## src/rtl/pipe_pkg.sv

```systemverilog
// Shared defaults and skid-buffer state encoding for the pipeline stage.
package pipe_pkg;

    localparam int DATA_W_DEF     = 32;
    localparam int NUM_FIELDS_DEF = 3;
    localparam int RST_VAL_DEF    = 0;

    typedef enum logic [1:0] {
        SKID_EMPTY = 2'd0,
        SKID_MAIN  = 2'd1,
        SKID_BOTH  = 2'd2
    } skid_state_e;

endpackage

```

## src/rtl/pipe_slot.sv

```systemverilog
// Payload register with load enable and synchronous clear to a fixed word.
module pipe_slot #(
    parameter int          W        = 96,
    parameter logic [W-1:0] RST_WORD = '0
) (
    input  logic         clk,
    input  logic         rst_n,
    input  logic         clr,
    input  logic         en,
    input  logic [W-1:0] d,
    output logic [W-1:0] q
);

    logic [W-1:0] q_q;
    logic [W-1:0] q_d;

    // Clear wins over load so a kill in the same cycle drops the payload.
    always_comb begin
        q_d = q_q;
        if (clr) begin
            q_d = RST_WORD;
        end else if (en) begin
            q_d = d;
        end
    end

    always_ff @(posedge clk) begin
        if (!rst_n) begin
            q_q <= RST_WORD;
        end else begin
            q_q <= q_d;
        end
    end

    assign q = q_q;

endmodule

```

## src/rtl/pipe_stage.sv

```systemverilog
// Valid/ready pipeline register with flush and stall counter.
// Define PIPE_STAGE_SKID_EN to add a skid slot that registers in_ready.
module pipe_stage
    import pipe_pkg::*;
#(
    parameter int                DATA_W     = DATA_W_DEF,
    parameter int                NUM_FIELDS = NUM_FIELDS_DEF,
    parameter logic [DATA_W-1:0] RST_VAL    = DATA_W'(RST_VAL_DEF)
) (
    input  logic                         clk,
    input  logic                         rst_n,
    input  logic                         in_valid,
    output logic                         in_ready,
    input  logic [NUM_FIELDS*DATA_W-1:0] in_data,
    output logic                         out_valid,
    input  logic                         out_ready,
    output logic [NUM_FIELDS*DATA_W-1:0] out_data,
    input  logic                         flush,
    output logic [15:0]                  stall_cnt
);

    localparam int           W        = NUM_FIELDS * DATA_W;
    localparam logic [W-1:0] RST_WORD = {NUM_FIELDS{RST_VAL}};

    logic         in_fire;
    logic         out_fire;
    logic         main_en;
    logic [W-1:0] main_d_in;
    logic [15:0]  stall_cnt_q;
    logic [15:0]  stall_cnt_d;

    assign in_fire  = in_valid & in_ready;
    assign out_fire = out_valid & out_ready;

`ifdef PIPE_STAGE_SKID_EN
    skid_state_e  state_q;
    skid_state_e  state_d;
    logic         skid_en;
    logic [W-1:0] skid_q;

    assign out_valid = (state_q != SKID_EMPTY);
    // Only flush reaches in_ready combinationally; out_ready never does.
    assign in_ready  = (state_q != SKID_BOTH) | flush;

    always_comb begin
        state_d   = state_q;
        main_en   = 1'b0;
        main_d_in = in_data;
        skid_en   = 1'b0;
        case (state_q)
            SKID_EMPTY: begin
                if (in_fire) begin
                    main_en = 1'b1;
                    state_d = SKID_MAIN;
                end
            end
            SKID_MAIN: begin
                if (in_fire && out_fire) begin
                    main_en = 1'b1;
                end else if (in_fire) begin
                    skid_en = 1'b1;
                    state_d = SKID_BOTH;
                end else if (out_fire) begin
                    state_d = SKID_EMPTY;
                end
            end
            SKID_BOTH: begin
                if (out_fire) begin
                    main_en   = 1'b1;
                    main_d_in = skid_q;
                    state_d   = SKID_MAIN;
                end
            end
            default: state_d = SKID_EMPTY;
        endcase
        if (flush) begin
            state_d = SKID_EMPTY;
        end
    end

    always_ff @(posedge clk) begin
        if (!rst_n) begin
            state_q <= SKID_EMPTY;
        end else begin
            state_q <= state_d;
        end
    end

    pipe_slot #(
        .W        (W),
        .RST_WORD (RST_WORD)
    ) u_skid (
        .clk   (clk),
        .rst_n (rst_n),
        .clr   (flush),
        .en    (skid_en),
        .d     (in_data),
        .q     (skid_q)
    );
`else
    logic out_valid_q;
    logic out_valid_d;

    assign out_valid = out_valid_q;
    assign in_ready  = ~out_valid_q | out_ready | flush;

    always_comb begin
        main_en     = in_fire;
        main_d_in   = in_data;
        out_valid_d = out_valid_q;
        if (flush) begin
            out_valid_d = 1'b0;
        end else if (in_fire) begin
            out_valid_d = 1'b1;
        end else if (out_fire) begin
            out_valid_d = 1'b0;
        end
    end

    always_ff @(posedge clk) begin
        if (!rst_n) begin
            out_valid_q <= 1'b0;
        end else begin
            out_valid_q <= out_valid_d;
        end
    end
`endif

    pipe_slot #(
        .W        (W),
        .RST_WORD (RST_WORD)
    ) u_main (
        .clk   (clk),
        .rst_n (rst_n),
        .clr   (flush),
        .en    (main_en),
        .d     (main_d_in),
        .q     (out_data)
    );

    // Counts back-pressured cycles; flush does not touch it.
    always_comb begin
        stall_cnt_d = stall_cnt_q;
        if (out_valid && !out_ready && (stall_cnt_q != 16'hFFFF)) begin
            stall_cnt_d = stall_cnt_q + 16'd1;
        end
    end

    always_ff @(posedge clk) begin
        if (!rst_n) begin
            stall_cnt_q <= 16'd0;
        end else begin
            stall_cnt_q <= stall_cnt_d;
        end
    end

    assign stall_cnt = stall_cnt_q;

endmodule

```

## config.mk

```make
export PLATFORM = sky130hd
export DESIGN_NAME = pipe_stage
export DESIGN_NICKNAME = d
export VERILOG_FILES = /design/src/rtl/pipe_pkg.sv /design/src/rtl/pipe_slot.sv /design/src/rtl/pipe_stage.sv
export SDC_FILE = /design/constraint.sdc
export NUM_CORES = 1
export LEC_CHECK = 0
export CORE_ASPECT_RATIO = 1.5
export CORE_UTILIZATION = 39
export CTS_CLUSTER_DIAMETER = 120
export DETAILED_ROUTE_END_ITERATION = 8
export GPL_ROUTABILITY_DRIVEN = 0
export GPL_TIMING_DRIVEN = 1
export HOLD_SLACK_MARGIN = 0.05
export PLACE_DENSITY_LB_ADDON = 0.3
export SLEW_MARGIN = 10
export SYNTH_ARGS = -nofsm -noshare
export SYNTH_HDL_FRONTEND = slang
export SYNTH_SLANG_ARGS = --single-unit
```

## constraint.sdc

```tcl
create_clock -name clk -period 2.1 [get_ports clk]
set_clock_uncertainty 0.15 [all_clocks]
set_input_delay 0.42 -clock clk [delete_from_list [all_inputs] [get_ports clk]]
set_output_delay 0.42 -clock clk [all_outputs]
set_load 0.01 [all_outputs]
```

==> run metrics <==
most numerous cell in the Yosys netlist nand2_1; power share of the combinational group 0.103; hold crit path type reg2reg; Buffers on Ports 214; Vias 4493; maximum vdd drop 0.000609 V; setup violators final 0; post-synth cell types 33; max incr delay on CP 0.60 ns; fmax 483 MHz; largest net degree at the start of global routing 63; Worst-Margin Slew 0.461 ns; crit path kind reg2out; Psw 0.00124 W; Die ar. 0.0110 mm²; H-tree lvl count 4; Area contributors post-synth dfxtp_1, nand2_1, a21oi_1; Max Fanout on Critical Path 7; max-slew headroom at the worst pin 0.690; Post-DRT Antenna Nets 0; Async SR Flop Fraction 0; io pins 215; total gr overflow 0; share of cells above drive strength 1 0.0831; Final Max Slew Viols 0; First-pass DRT Iterations 6; core area 0.0102 mm²; syn_nets 624; Cell Pwr Density 795 mW/mm²; CTS Hold Bufs 0; final hold violation count 0; Int Pwr 0.00450 W; Final min period 2.07 ns; unrepaired setup endpoints after global routing false; Ys Warns 0; Crit-path slowest cell clkdlybuf4s50_1; top-area cell type share of the netlist area 0.547; Syn Area/Cell 7.92 µm²; buffers from clock root to sink, at most 2; Post-synth top cells nand2_1, dfxtp_1, a21oi_1, clkbuf_1; number of synthesized register bits 113; Layout area overhead 74.8%; number of buffers created by CTS 17; Max-Cap Viols 0; worst path bufs/invs 1; Reg power frac 0.390; die width 86.1 µm; EDFF count, synth 0; worst path cell trace clkdlybuf4s50_1; Reg clk slew, reported paths 0.05 ns; # diodes 0; crit path launch type flop; detailed placement HPWL 8750 µm; WHS 0.302 ns; critical path's top delay family buffers and inverters; DR vias/cell 5.00; Seq/Total Area, Yosys 0.547; Worst EP required 1.53 ns; Clock Sinks 113; Crit. End Element output pin; 1st-iter DRT viols 188; Synth Flop Type dfxtp_1; LEAKAGE 2.66 nW; Die Y 128 µm; post-synth top area cell dfxtp_1; antenna violations before repair 0; Cells after Synth 522; Initial Utilization 0.406; overall power 0.00574 W; routed wire length 12800 µm; vias in the first global route 4281; clock power share 0.507; Sw Ratio 0.216; status completed; CTS tree yes; Overall Global Routing Usage 0.231; Nets 848; # rows 45; Skew-Pair Late Insertion Delay 0.40 ns; CTS root buffer clkbuf_16; first-pass GRT wire length 20200 µm; wire length per cell 14.3 µm; crit path DAT 1.50 ns; crit share post-route 0.986; drt drc 0; Cell Area, Synth 0.00413 mm²; post-CTS setup buffers 0
-- metal layers --
metal | global-route usage | vias to the layer above | wire, µm
met5 | 0 | - | 0
met2 | 0.399 | 213 | 6560
met4 | 0.113 | 0 | 358
met1 | 0.251 | 2064 | 4850
met3 | 0.0766 | 28 | 1050
li1 | - | 2188 | -
-- timing repair --
item	4_1_cts	5_1_grt
pin swaps	0	0
gates resized for setup	3	2
endpoints found under the setup margin	1	4
-- flip-flops by register name, summed over array words and instances, names as in the netlist --
register / count
out_valid: 1
stall_cnt: 16
u_main.q: 96
-- final timing paths --
kind | start | endpoint | slack, ns | cells after the start
worst max-delay path | stall_cnt[3] | stall_cnt[3] | 0.03 | 1
worst min-delay path | u_main.q[72] | u_main.q[72] | 0.30 | 2
worst max register to register | stall_cnt[1] | stall_cnt[10] | 0.13 | 5
worst min register to register | u_main.q[72] | u_main.q[72] | 0.30 | 2
-- cell families (layout without fill, tap and decap cells) --
| kind of cell | after synthesis | count (layout) | synth area share |
|---|---|---|---|
| mux | 3 | 3 | 0.00726 |
| flops | 113 | 113 | 0.547 |
| buf+inv | 38 | 274 | 0.0366 |
| simple gates | 244 | 244 | 0.249 |
| compound gates | 123 | 123 | 0.157 |
| fa+ha+maj | 1 | 1 | 0.00303 |
-- power by group through the flow --
stage	Clock (W)	Sequential [W]	Combinational (W)
floorplan	0	0.00231	0.000169
global placement	0	0.00228	0.000586
CTS	0.00296	0.00224	0.000600
finish	0.00291	0.00224	0.000594
detailed placement	0	0.00228	0.000594
global route	0.00305	0.00224	0.000641
-- placed cells by master, fill, tap and decap left out, types with 5 or more instances in the layout --
| cell type | Yosys | routed |
|---|---|---|
| a21oi_1 | 105 | 105 |
| buf_12 | 0 | 7 |
| buf_4 | 0 | 17 |
| clkbuf_16 | 0 | 17 |
| clkdlybuf4s50_1 | 0 | 213 |
| dfxtp_1 | 113 | 113 |
| nand2_1 | 205 | 205 |
| nor2_1 | 5 | 5 |
| o21ai_0 | 5 | 5 |
| o31ai_1 | 6 | 6 |
| or4_1 | 7 | 7 |
-- metrics by stage --
| stage | std cells | TNS, ns | setup WS [ns] | instance area [µm²] | utilization |
|---|---|---|---|---|---|
| 3_3_place_gp | 868 | -1.50 | -0.241 | 6610 | 0.649 |
| 6_report | 899 | 0 | 0.0304 | 7230 | 0.709 |
| 4_1_cts | 899 | 0 | 0.0326 | 7230 | 0.709 |
| 5_1_grt | 899 | 0 | 0.00183 | 7230 | 0.709 |
| 3_5_place_dp | 868 | -2.27 | -0.296 | 6610 | 0.649 |
| 2_1_floorplan | 522 | 0 | 0.173 | 4130 | - |
-- final cells by class --
cell class / instances / area [µm²]
tap: 141 / 176
clock inverter: 10 / 134
timing repair buffer: 238 / 2400
fill: 790 / 2970
inverter: 5 / 18.8
multi-input combinational: 371 / 1760
clock buffer: 21 / 470
sequential: 113 / 2260
Note: power is estimated with default switching activity, not from simulation.
